$ cat config.mk
export PLATFORM = sky130hd
export DESIGN_NAME = dog_sprite_render
export DESIGN_NICKNAME = d
export VERILOG_FILES = /design/src/rtl/vga_pkg.sv /design/src/rtl/vga_timing.sv /design/src/rtl/dog_sprite_render.sv
export SDC_FILE = /design/constraint.sdc
export NUM_CORES = 1
export LEC_CHECK = 0
export CORE_ASPECT_RATIO = 0.6
export CORE_UTILIZATION = 52
export CTS_CLUSTER_SIZE = 8
export DETAILED_ROUTE_END_ITERATION = 16
export GPL_ROUTABILITY_DRIVEN = 0
export PLACE_DENSITY = 0.76
export SLEW_MARGIN = 20
export SYNTH_ARGS = -nofsm -noshare
export SYNTH_HDL_FRONTEND = slang
export SYNTH_SLANG_ARGS = --single-unit
$ cat constraint.sdc
create_clock -name pixel_clk -period 5.3 [get_ports pixel_clk]
set_clock_uncertainty 0.05 [all_clocks]
set_input_delay 1.06 -clock pixel_clk [delete_from_list [all_inputs] [get_ports pixel_clk]]
set_output_delay 1.06 -clock pixel_clk [all_outputs]
set_load 0.1 [all_outputs]
$ cat src/rtl/vga_pkg.sv
// rtl/vga_pkg.sv - shared VGA timing, colour and sprite constants for the dog renderer
//
// Purpose : timing description type, 640x480@60 defaults, derived totals and
//           sync window helpers, colour/ROM widths, sprite geometry and colours.
// Ports   : none (package)
package vga_pkg;

   localparam int CNT_W    = 11;   // wide enough for h/v counters and hit-test sums
   localparam int COLOR_W  = 12;
   localparam int ROM_AW   = 15;
   localparam int SPR_W    = 64;
   localparam int SPR_H    = 64;
   localparam int SPR_BITS = 6;    // log2 of sprite width/height

   localparam logic [COLOR_W-1:0] TRANSP   = 12'hF0F;
   localparam logic [COLOR_W-1:0] BG_COLOR = 12'h4A4;

   typedef struct packed {
      logic [CNT_W-1:0] h_active;
      logic [CNT_W-1:0] h_fp;
      logic [CNT_W-1:0] h_sync;
      logic [CNT_W-1:0] h_bp;
      logic [CNT_W-1:0] v_active;
      logic [CNT_W-1:0] v_fp;
      logic [CNT_W-1:0] v_sync;
      logic [CNT_W-1:0] v_bp;
   } vga_timing_t;

   function automatic vga_timing_t make_timing(input int ha, input int hfp, input int hs,
                                               input int hbp, input int va, input int vfp,
                                               input int vs, input int vbp);
      vga_timing_t t;
      t.h_active = 11'(ha);
      t.h_fp     = 11'(hfp);
      t.h_sync   = 11'(hs);
      t.h_bp     = 11'(hbp);
      t.v_active = 11'(va);
      t.v_fp     = 11'(vfp);
      t.v_sync   = 11'(vs);
      t.v_bp     = 11'(vbp);
      return t;
   endfunction

   function automatic int h_total(input vga_timing_t t);
      return int'(t.h_active) + int'(t.h_fp) + int'(t.h_sync) + int'(t.h_bp);
   endfunction

   function automatic int v_total(input vga_timing_t t);
      return int'(t.v_active) + int'(t.v_fp) + int'(t.v_sync) + int'(t.v_bp);
   endfunction

   function automatic int h_sync_start(input vga_timing_t t);
      return int'(t.h_active) + int'(t.h_fp);
   endfunction

   function automatic int v_sync_start(input vga_timing_t t);
      return int'(t.v_active) + int'(t.v_fp);
   endfunction

   localparam vga_timing_t VGA_640X480 = make_timing(640, 16, 96, 48, 480, 10, 2, 33);

   localparam int H_TOTAL      = h_total(VGA_640X480);                        // 800
   localparam int V_TOTAL      = v_total(VGA_640X480);                        // 525
   localparam int H_SYNC_START = h_sync_start(VGA_640X480);                   // 656
   localparam int H_SYNC_END   = H_SYNC_START + int'(VGA_640X480.h_sync);     // 752, exclusive
   localparam int V_SYNC_START = v_sync_start(VGA_640X480);                   // 490
   localparam int V_SYNC_END   = V_SYNC_START + int'(VGA_640X480.v_sync);     // 492, exclusive

endpackage

$ cat src/rtl/vga_timing.sv
// rtl/vga_timing.sv - VGA raster counters, active window, raw syncs and frame tick
//
// Purpose : free-running h/v counters plus stage-0 decodes taken straight
//           from the counter values.
// Ports   : pixel_clk  - pixel clock
//           reset      - asynchronous active-low reset
//           h_cnt      - horizontal position 0..H_TOTAL-1
//           v_cnt      - vertical position 0..V_TOTAL-1
//           active     - inside the visible area
//           hsync_raw  - active-low hsync, undelayed
//           vsync_raw  - active-low vsync, undelayed
//           frame_tick - high for the single clock at (0, V_ACTIVE)
module vga_timing
   import vga_pkg::*;
#(
   parameter vga_timing_t TIMING = VGA_640X480
) (
   input  logic             pixel_clk,
   input  logic             reset,
   output logic [CNT_W-1:0] h_cnt,
   output logic [CNT_W-1:0] v_cnt,
   output logic             active,
   output logic             hsync_raw,
   output logic             vsync_raw,
   output logic             frame_tick
);

   localparam int HT  = h_total(TIMING);
   localparam int VT  = v_total(TIMING);
   localparam int HA  = int'(TIMING.h_active);
   localparam int VA  = int'(TIMING.v_active);
   localparam int HS0 = h_sync_start(TIMING);
   localparam int HS1 = HS0 + int'(TIMING.h_sync);
   localparam int VS0 = v_sync_start(TIMING);
   localparam int VS1 = VS0 + int'(TIMING.v_sync);

   always_ff @(posedge pixel_clk or negedge reset) begin
      if (!reset) begin
         h_cnt <= '0;
         v_cnt <= '0;
      end else if (h_cnt == CNT_W'(HT - 1)) begin
         h_cnt <= '0;
         v_cnt <= (v_cnt == CNT_W'(VT - 1)) ? '0 : v_cnt + CNT_W'(1);
      end else begin
         h_cnt <= h_cnt + CNT_W'(1);
      end
   end

   assign active     = (h_cnt < CNT_W'(HA)) && (v_cnt < CNT_W'(VA));
   assign hsync_raw  = !((h_cnt >= CNT_W'(HS0)) && (h_cnt < CNT_W'(HS1)));
   assign vsync_raw  = !((v_cnt >= CNT_W'(VS0)) && (v_cnt < CNT_W'(VS1)));
   // First clock of vertical blanking; the renderer snapshots its inputs here.
   assign frame_tick = (h_cnt == '0) && (v_cnt == CNT_W'(VA));

endmodule

$ cat src/rtl/dog_sprite_render.sv
// rtl/dog_sprite_render.sv - composites the dog sprite over a flat background on VGA
//
// Purpose : snapshots the action state once per frame, hit-tests every pixel
//           against the sprite box, addresses the external sprite ROM and
//           outputs 12-bit RGB with syncs, all 3 clocks behind the counters.
// Ports   : pixel_clk  - pixel clock, the only clock
//           reset      - asynchronous active-low reset
//           ActionSel  - sprite frame index from action
//           DogPos_x   - sprite top-left x
//           DogPos_y   - sprite top-left y
//           rom_addr   - {frame, sy, sx} sprite ROM address
//           rom_data   - ROM colour, valid one clock after rom_addr
//           frame_tick - one-clock pulse at start of vertical blanking
//           hsync      - active-low hsync, pixel aligned
//           vsync      - active-low vsync, pixel aligned
//           rgb        - {R,G,B} 4 bits each, 0 outside active area
module dog_sprite_render
   import vga_pkg::*;
#(
   parameter vga_timing_t TIMING = VGA_640X480
) (
   input  logic               pixel_clk,
   input  logic               reset,
   input  logic [2:0]         ActionSel,
   input  logic [9:0]         DogPos_x,
   input  logic [8:0]         DogPos_y,
   output logic [ROM_AW-1:0]  rom_addr,
   input  logic [COLOR_W-1:0] rom_data,
   output logic               frame_tick,
   output logic               hsync,
   output logic               vsync,
   output logic [COLOR_W-1:0] rgb
);

   logic [CNT_W-1:0]    h_cnt;
   logic [CNT_W-1:0]    v_cnt;
   logic                active0;
   logic                hs0;
   logic                vs0;

   logic [2:0]          act_q;
   logic [9:0]          x_q;
   logic [8:0]          y_q;

   logic [CNT_W-1:0]    x_ext;
   logic [CNT_W-1:0]    y_ext;
   logic [CNT_W-1:0]    x_end;
   logic [CNT_W-1:0]    y_end;
   logic                in_spr0;
   logic [SPR_BITS-1:0] dx;
   logic [SPR_BITS-1:0] dy;

   logic                active1, in_spr1, hs1, vs1;
   logic                active2, in_spr2, hs2, vs2;

   vga_timing #(.TIMING(TIMING)) u_timing (
      .pixel_clk  (pixel_clk),
      .reset      (reset),
      .h_cnt      (h_cnt),
      .v_cnt      (v_cnt),
      .active     (active0),
      .hsync_raw  (hs0),
      .vsync_raw  (vs0),
      .frame_tick (frame_tick)
   );

   // Snapshot only in blanking so the whole visible frame uses one state.
   always_ff @(posedge pixel_clk or negedge reset) begin
      if (!reset) begin
         act_q <= '0;
         x_q   <= '0;
         y_q   <= '0;
      end else if (frame_tick) begin
         act_q <= ActionSel;
         x_q   <= DogPos_x;
         y_q   <= DogPos_y;
      end
   end

   // 11-bit sums cannot overflow, so boxes past the right/bottom edge clip
   // naturally against the active window instead of wrapping.
   assign x_ext   = {1'b0, x_q};
   assign y_ext   = {2'b0, y_q};
   assign x_end   = x_ext + CNT_W'(SPR_W);
   assign y_end   = y_ext + CNT_W'(SPR_H);
   assign in_spr0 = active0 && (h_cnt >= x_ext) && (h_cnt < x_end) &&
                    (v_cnt >= y_ext) && (v_cnt < y_end);
   assign dx      = SPR_BITS'(h_cnt - x_ext);
   assign dy      = SPR_BITS'(v_cnt - y_ext);

   always_ff @(posedge pixel_clk or negedge reset) begin
      if (!reset) begin
         rom_addr <= '0;
         active1  <= 1'b0;
         in_spr1  <= 1'b0;
         hs1      <= 1'b1;
         vs1      <= 1'b1;
         active2  <= 1'b0;
         in_spr2  <= 1'b0;
         hs2      <= 1'b1;
         vs2      <= 1'b1;
         rgb      <= '0;
         hsync    <= 1'b1;
         vsync    <= 1'b1;
      end else begin
         // Stage 1: ROM address; it holds outside the sprite to avoid needless toggling.
         if (in_spr0) begin
            rom_addr <= {act_q, dy, dx};
         end
         active1 <= active0;
         in_spr1 <= in_spr0;
         hs1     <= hs0;
         vs1     <= vs0;
         // Stage 2: ROM word for this pixel is arriving on rom_data.
         active2 <= active1;
         in_spr2 <= in_spr1;
         hs2     <= hs1;
         vs2     <= vs1;
         // Stage 3: output register.
         if (!active2) begin
            rgb <= '0;
         end else if (in_spr2 && (rom_data != TRANSP)) begin
            rgb <= rom_data;
         end else begin
            rgb <= BG_COLOR;
         end
         hsync <= hs2;
         vsync <= vs2;
      end
   end

endmodule

==> flow_summary.json, run 1 <==
{
  "cts_resized": 0,
  "clockBufferDepth": 2,
  "crit_type": "reg2out",
  "h-tree-depth": 3,
  "cts_buffers": 9,
  "ant_nets": 0,
  "synth_ff_type": "dfrtp_1",
  "drtIter0Drc": 187,
  "worst_ep_arrival_time_ns": 2.87,
  "max_freq_mhz": 251,
  "crit_path_end_kind": "primary output",
  "final.min_clock_period_ns": 3.98,
  "worstMarginPinSlew_ns": 1.02,
  "clock-sinks": 81,
  "yosysSeqAreaShare": 0.477,
  "clk_latency_ns": 0.34,
  "die_h_um": 72.2,
  "synth_edf_count": 0,
  "cts_setup_buffers": 0,
  "max-slew-margin-rel": 0.320,
  "synth_top_area_cell": "dfrtp_1",
  "status": "finished clean",
  "rsz0062_at_grt": "no",
  "drc_errors": 0,
  "rows": 25,
  "reg2reg_depth": 9,
  "power_density_nw_per_um2": 245,
  "drive_gt1_frac": 0.113,
  "coreArea_um2": 7910,
  "synth_cell_types": 51,
  "synthDominantCellAreaShare": 0.440,
  "cts_root_buf": "clkbuf_16",
  "port_buffers": 65,
  "hold_path.class": "reg2reg",
  "synth_area_leaders": "dfrtp_1 (44%), ha_1 (10%), dfstp_2 (3.7%), inv_1 (3.3%), xnor2_1 (3.3%)",
  "drt-total-wl_mm": 9.13,
  "slew_violations": 0,
  "crit_path_start_kind": "flop",
  "hold_path_depth": 0,
  "synth_commonest_cells": "dfrtp_1 (75), inv_1 (38), ha_1 (34), nand2_1 (34), o21ai_0 (27)",
  "dp_hpwl_mm": 6.74,
  "syn_inst": 399,
  "die_area_um2": 8590,
  "synth.ff_latch_count": 81,
  "finalSetupViolations": 0,
  "fin_ws_ns": 1.32,
  "fin_crit_sh": 0.751,
  "avgViaCountPerCell": 5.42,
  "via_count": 3137,
  "gr-total-overflow": 0,
  "synth_nets": 471,
  "synth.avg_cell_area_um2": 10.7,
  "r2r-end": "rom_addr[1]$_DFFE_PN0P_",
  "worstReg2RegStart": "x_q[6]$_DFFE_PN0P_",
  "power_leakage_nw": 2.56,
  "track_usage": 0.234,
  "hold_violations": 0,
  "design_power_total_w": 0.00130,
  "clkSlewWorstSetupHoldPaths_ns": 0.06,
  "critPathMaxFanout": 7,
  "hold_end": "active2$_DFF_PN0_",
  "first_global_vias": 2916,
  "min-delay-start": "active1$_DFF_PN0_",
  "yosysWarnings": 0,
  "fin_nets": 538,
  "async_flop_share": 1.00,
  "antennaDiodeCount": 0,
  "max-vdd-ir-drop_mv": 0.199,
  "r2r_setup_slack_ns": 1.94,
  "antenna_found_initial": 0,
  "dp_slack_ns": 1.78,
  "ctsHoldBuffers": 0,
  "worstPathRequired_ns": 4.19,
  "synth.most_common_cell": "dfrtp_1",
  "die_w_um": 119,
  "firstDrtPassIters": 5,
  "num_io_pins": 66,
  "cap_violations": 0,
  "synthesis.area_um2": 4270,
  "timing.setup.tns_ns": 0,
  "grt_max_degree": 82,
  "initial_utilization": 0.539,
  "whs_ns": 0.297,
  "area_delta_synth_final_pct": 24.6,
  "wl_per_cell_um": 15.8,
  "grt_pass1_wl_mm": 15.2,
  "cts_tree": "built"
}
routing by layer:
layer  GRT usage  wire length, um
met5           0                0
met4      0.0591               92
met3      0.0645              688
met2       0.319             3680
met1       0.364             4670
layout by cell type, fill, tap and decap left out, types with 2 or more instances in the layout:
master           Yosys  routed
clkbuf_8             0       2
dfrtp_1             75      75
xor2_1              10      10
a31oi_1              3       3
a21oi_1             13      13
nand3_1             16      16
nand4b_1             5       5
nand4_1              9       9
nand2b_1             7       7
and3_1               4       4
nor4_1               5       5
xnor2_1             16      16
clkdlybuf4s50_1      0      64
mux2i_1              4       4
nor2b_1              2       2
and2_1               8       8
and4_1               2       2
nand2_1             34      34
dfstp_2              6       6
nor2_1              21      21
inv_1               38      38
mux2_2              10      10
clkbuf_16            0       9
fa_1                 2       2
a21o_1               5       5
nand3b_1             2       2
inv_6                0       2
ha_1                34      34
mux2_4               7       7
nor3_1               4       3
o21ai_0             27      27
a21oi_2              2       2
metrics by stage:
stage,std cells,cell area (um^2),utilization
finish,579,5320,0.672
global route,579,5320,0.672
CTS,579,5310,0.671
detailed placement,563,4990,0.631
global placement,563,4990,0.631
floorplan,399,4270,-
power breakdown:
| part | internal (W) | switching, W | total [W] | leakage [nW] |
|---|---|---|---|---|
| registers | 0.000619 | 0 | 0.000619 | 0.977 |
| logic | 0.0000234 | 0.0000165 | 0.0000399 | 1.43 |
| clock network | 0.000393 | 0.000250 | 0.000643 | 0.153 |
| total | 0.00103 | 0.000267 | 0.00130 | 2.56 |
flip-flops by register name (all words and copies together) (netlist names):
name / count
rom_addr: 15
rgb: 12
u_timing.h_cnt: 11
u_timing.v_cnt: 11
x_q: 10
y_q: 9
act_q: 3
active1: 1
active2: 1
hs1: 1
hs2: 1
hsync: 1
in_spr1: 1
in_spr2: 1
vs1: 1
vs2: 1
vsync: 1
worst max-delay path, cell delays in order, from the launching register on:
cell and delay, ns:
dfrtp_1 0.48, nor4_1 0.33, nand4_1 0.21, nor3_1 0.31, clkdlybuf4s50_1 1.19
how the worst max path moves through the flow:
stage / from / end / slack (ns) / cells after the start
floorplan: u_timing.h_cnt[2]$_DFF_PN0_ / frame_tick / 1.27 / 3
global placement: u_timing.h_cnt[2]$_DFF_PN0_ / frame_tick / 1.80 / 4
detailed placement: u_timing.h_cnt[2]$_DFF_PN0_ / frame_tick / 1.78 / 4
CTS: u_timing.h_cnt[2]$_DFF_PN0_ / frame_tick / 1.38 / 4
global route: u_timing.h_cnt[2]$_DFF_PN0_ / frame_tick / 1.22 / 4
finish: u_timing.h_cnt[2]$_DFF_PN0_ / frame_tick / 1.32 / 4
area by class of cell:
cell class              count  area, um^2
flip-flops and latches     81        2030
fillers                   587        2600
clock buffers              11         253
repair buffers             66         659
well taps                 108         135
clock inverters             5        60.1
inverters                  38         143
multi-input cells         270        2030
kinds of logic after synthesis:
group	synth area share
AO/OA/AOI/OAI	0.0885
XOR/XNOR	0.0534
adder cells (fa/ha/maj)	0.109
buffers and inverters	0.0495
flip-flops	0.477
multiplexers	0.0604
AND/OR/NAND/NOR	0.162
(Power assumes the default switching activity.)
==> inputs of run 2 (changes only) <==
--- a/config.mk
+++ b/config.mk
@@ -6,7 +6,7 @@
 export NUM_CORES = 1
 export LEC_CHECK = 0
 export CORE_ASPECT_RATIO = 0.6
-export CORE_UTILIZATION = 52
+export CORE_UTILIZATION = 49
 export CTS_CLUSTER_SIZE = 8
 export DETAILED_ROUTE_END_ITERATION = 16
 export GPL_ROUTABILITY_DRIVEN = 0
==> constraint.sdc (replaced) <==
create_clock -name pixel_clk -period 3.2 [get_ports pixel_clk]
set_clock_uncertainty 0.05 [all_clocks]
set_input_delay 0.64 -clock pixel_clk [delete_from_list [all_inputs] [get_ports pixel_clk]]
set_output_delay 0.64 -clock pixel_clk [all_outputs]
set_load 0.1 [all_outputs]
==> flow_summary.json, run 2 (synthesized netlist as in run 1, its figures left out) <==
{
  "cpLargestDelayFamily": "compound AO/OA/AOI/OAI gates",
  "slew_violations": 0,
  "die_h_um": 74.3,
  "largest_register": "rom_addr",
  "antenna_found_initial": 1,
  "port_buffers": 65,
  "die_area_um2": 9100,
  "antennaDiodeCount": 0,
  "power.share.clock": 0.465,
  "crit_type": "reg2reg",
  "fin_crit_sh": 0.848,
  "avgViaCountPerCell": 5.33,
  "max-slew-margin-rel": 0.529,
  "coreArea_um2": 8160,
  "path_buf_inv": 1,
  "rsz0062_at_grt": "no",
  "largest_reg_flops": 15,
  "slowest_stage": "dfrtp_1",
  "cap_violations": 0,
  "max-vdd-ir-drop_mv": 0.279,
  "clk_latency_ns": 0.34,
  "ant_nets": 0,
  "firstDrtPassIters": 4,
  "cts_setup_buffers": 0,
  "power_leakage_nw": 2.60,
  "status": "finished clean",
  "switching_share": 0.212,
  "fin_nets": 543,
  "worst_ep_arrival_time_ns": 2.89,
  "clock-sinks": 81,
  "internal-power_w": 0.00161,
  "crit_top_cell": "ha_1",
  "crit_path_cell_trace": "ha_1, nand3_1, ha_1, a2111oi_4, o311a_2, nand4_2, nor3b_4, buf_4, mux2_2",
  "drive_gt1_frac": 0.185,
  "drtIter0Drc": 180,
  "dp_hpwl_mm": 6.66,
  "grt_max_degree": 82,
  "final_common_cell": "dfrtp_1",
  "timing.setup.tns_ns": 0,
  "h-tree-depth": 3,
  "wl_per_cell_um": 15.5,
  "layout_common_cells": "dfrtp_1 (75), inv_1 (38), buf_4 (36)",
  "via_count": 3114,
  "cts_resized": 0,
  "cts_buffers": 9,
  "num_io_pins": 66,
  "pwr-share-comb": 0.033,
  "cts_root_buf": "clkbuf_16",
  "crit_path_end_kind": "flop",
  "design_power_total_w": 0.00204,
  "seqPwrFrac": 0.503,
  "hold_path.class": "in2async",
  "clkSlewWorstSetupHoldPaths_ns": 0.06,
  "initial_utilization": 0.523,
  "gr-total-overflow": 0,
  "track_usage": 0.222,
  "area_delta_synth_final_pct": 22.8,
  "finalSetupViolations": 0,
  "final.min_clock_period_ns": 2.71,
  "critPathMaxFanout": 9,
  "whs_ns": 0.289,
  "die_w_um": 122,
  "max_freq_mhz": 368,
  "power_density_nw_per_um2": 389,
  "worstPathRequired_ns": 3.37,
  "ctsHoldBuffers": 0,
  "rows": 25,
  "largest_registers": "rom_addr (15), rgb (12)",
  "first_global_vias": 3024,
  "p_switching_w": 0.000431,
  "cts_tree": "built",
  "clockBufferDepth": 2,
  "hold_violations": 0,
  "r2r_setup_slack_ns": 0.49,
  "grt_pass1_wl_mm": 15.0,
  "slowest_delay_ns": 0.39,
  "crit_path_start_kind": "flop",
  "drc_errors": 0,
  "drt-total-wl_mm": 9.07,
  "worstMarginPinSlew_ns": 0.707
}
==> run 2: final cells by class <==
type	count	area, um^2
Inverter	38	143
Multi-Input combinational cell	270	2030
Timing Repair Buffer	71	622
Tap cell	108	135
Sequential cell	81	2030
Clock inverter	5	31.3
Fill cell	654	2920
Clock buffer	11	243
==> run 2: layer usage <==
metal,share of wire,track usage,up-vias
met2,0.41,0.320,81
met3,0.065,0.0744,4
li1,-,-,1520
met1,0.52,0.319,1509
met5,0,0,-
met4,0.0067,0.0650,0
==> run 2: path summary, 6_finish.rpt <==
check | startpoint | endpoint | cells past startpoint
max in group asynchronous | reset | u_timing.h_cnt[3]$_DFF_PN0_ | 1
min | reset | rom_addr[13]$_DFFE_PN0P_ | 1
max | x_q[6]$_DFFE_PN0P_ | rom_addr[2]$_DFFE_PN0P_ | 9
min in group pixel_clk | active1$_DFF_PN0_ | active2$_DFF_PN0_ | 0
max reg2reg | x_q[6]$_DFFE_PN0P_ | rom_addr[2]$_DFFE_PN0P_ | 9
min reg2reg | active1$_DFF_PN0_ | active2$_DFF_PN0_ | 0
==> run 2: worst reg2reg max path: stages, from the launching register on <==
cell	delay, ns
dfrtp_1	0.39
ha_1	0.22
nand3_1	0.11
ha_1	0.35
a2111oi_4	0.36
o311a_2	0.26
nand4_2	0.10
nor3b_4	0.20
buf_4	0.22
mux2_2	0.35
==> run 2: through the flow <==
stage | std cells | setup slack [ns] | instance area (um^2) | utilization
floorplan | 399 | 0.436 | 4270 | -
global placement | 568 | 0.564 | 4960 | 0.608
detailed placement | 568 | 0.512 | 4960 | 0.608
CTS | 584 | 0.483 | 5240 | 0.641
global route | 584 | 0.316 | 5240 | 0.642
finish | 584 | 0.486 | 5240 | 0.642
==> run 2: power groups by stage <==
stage	sequential, W	clock, W	combinational (W)
CTS	0.00102	0.000963	0.0000681
global placement	0.00104	0	0.0000668
floorplan	0.00104	0	0.00000215
finish	0.00102	0.000947	0.0000664
global route	0.00102	0.00101	0.0000742
detailed placement	0.00104	0	0.0000678
==> variant, RTL diff (config.mk and constraints of run 2) <==
Reset style: synchronous (`reset`), changed in 3 clocked blocks. Comments in the files are not updated.
--- a/src/rtl/vga_timing.sv
+++ b/src/rtl/vga_timing.sv
@@ -36,3 +36,3 @@
 
-   always_ff @(posedge pixel_clk or negedge reset) begin
+   always_ff @(posedge pixel_clk) begin
       if (!reset) begin
--- a/src/rtl/dog_sprite_render.sv
+++ b/src/rtl/dog_sprite_render.sv
@@ -67,3 +67,3 @@
    // Snapshot only in blanking so the whole visible frame uses one state.
-   always_ff @(posedge pixel_clk or negedge reset) begin
+   always_ff @(posedge pixel_clk) begin
       if (!reset) begin
@@ -90,3 +90,3 @@
 
-   always_ff @(posedge pixel_clk or negedge reset) begin
+   always_ff @(posedge pixel_clk) begin
       if (!reset) begin
Formal check against the unedited RTL: differs if reset is asserted again (counterexample within 4 cycles, from zero or initial values and one cycle with reset low); with reset held inactive, the same outputs for 10 cycles.
==> variant against run 2 <==
- global-route usage increased by 2.3 points
- highest routed layer unchanged
- die area decreased by 3.6%
- setup slack barely moved
- synthesized area fell by 3.7%
- sequential cell count unchanged
- routed wire length grew 9.8%
- cell area decreased by 3.4%
- maximum frequency about the same
Power is not compared: it rests on default switching activity, and its combinational part moved more than twofold at a synthesized area within 25%.
==> variant: results (changes against run 2) <==
Yosys
  – Commonest cells post-synth: nand2_1, dfxtp_1, a21oi_1 (was dfrtp_1, inv_1, ha_1, nand2_1, o21ai_0)
  – Yosys warnings: 0 (unchanged)
  – Sequential area share after synthesis: 0.395 (was 0.477)
  – Syn nets: 557 (was 471)
  – Synth Flop Type: dfxtp_1 (was dfrtp_1)
  – Synth unique cells: 46 (was 51)
  – Top cells by area, synth: dfxtp_1, ha_1, nand2_1 (was dfrtp_1, ha_1, dfstp_2)
  – Ys async rst share: 0 (was 1.00)

GRT
  – Total track usage: 0.246 (was 0.222)
  – Vias in the first global route: 3281 (was 3024)
  – Initial antenna violation count: 0 (was 1)
  – Wire length of the first global-routing pass: 16400 µm (was 15000 µm)
  – Largest net degree at the start of global routing: 36 (was 82)

Clocking
  – CTS root buf: clkbuf_16 (unchanged)
  – H-tree level count: 3 (unchanged)
  – CTS buffer count: 9 (unchanged)

Layout
  – Layout cell share with drive strength beyond 1: 0.103 (was 0.185)
  – Fillers: 727 (was 654)
  – Regs by FF count: rom_addr x15, rgb x12 (unchanged)
  – Nets: 622 (was 543)
  – Antenna diodes: 0 (unchanged)

Drt
  – Iteration-0 DRC count of the detailed router: 291 (was 180)
  – Vias/cell: 5.35 (was 5.33)
  – Drt total wl: 9960 µm (was 9070 µm)
  – Drt first pass iters: 4 (unchanged)

Worst setup path
  – CP delay by family, top: simple AND/OR/NAND/NOR gates (was compound AO/OA/AOI/OAI gates)
  – CP max stage delay: 0.42 ns (was 0.39 ns)
  – Slowest cell on the critical path: nor4_4 (was dfrtp_1)

Worst hold path
  – Worst hold path type: reg -> reg (was in -> async)

Timing
  – Slew HR: 0.397 (was 0.529)

Place
  – DP Wirelength: 7450 µm (was 6660 µm)

Status
  – Outcome: finished clean (unchanged)
## variant: cell families (layout without fill, tap and decap cells)
kind of cell / after synthesis / count (layout) / share of synthesized area
mux: 14 / 14 / 0.0344
buf+inv: 54 / 121 / 0.0542
simple gates: 203 / 203 / 0.241
fa+ha+maj: 36 / 36 / 0.113
compound gates: 72 / 72 / 0.109
xor+xnor: 25 / 25 / 0.0533
flops: 81 / 81 / 0.395
## variant: power by group
group / switching (W) / leakage (nW) / internal (W)
Sequential: 0.0000120 / 0.656 / 0.00103
Clock: 0.000383 / 0.133 / 0.000587
Combinational: 0.000156 / 1.25 / 0.0000969
Total: 0.000551 / 2.04 / 0.00171
## variant: final timing paths
check,startpoint,endpoint,slack [ns],depth (start not counted)
worst min register to register,vs1,vs2,0.35,1
worst max register to register,x_q[6],rom_addr[12],0.49,9
worst min-delay path,vs1,vs2,0.35,1
worst max-delay path,x_q[6],rom_addr[12],0.49,9
## variant: final cells by class
type | instances | area share
multi-input combinational | 350 | 0.450
sequential | 81 | 0.320
clock inverter | 4 | 0.00939
tap | 108 | 0.0267
timing repair buffer | 70 | 0.121
clock buffer | 9 | 0.0445
inverter | 38 | 0.0282
## variant: worst reg2reg max path: cells and delay by family (launching register included)
family,cells,cell delay (ns)
muxes,1,0.12
AOI/OAI and AO/OA,2,0.48
buffers and inverters,1,0.25
DFF,1,0.39
and+or+nand+nor,3,0.76
adders and majority gates,2,0.55
## variant: metal layers
layer,track usage,vias to the layer above,wire (µm)
met1,0.353,1650,5090
li1,-,1773,-
met3,0.0781,8,634
met2,0.356,99,4160
met5,0,-,0
met4,0.0576,0,72
## variant: per-stage QoR
stage	setup slack [ns]	hold slack [ns]	std cells	instance area [µm²]
2_1_floorplan	0.469	0.336	485	4120
3_3_place_gp	0.565	0.341	647	4790
3_5_place_dp	0.485	0.344	647	4790
4_1_cts	0.475	0.357	660	5060
5_1_grt	0.329	0.380	660	5060
6_report	0.486	0.354	660	5060
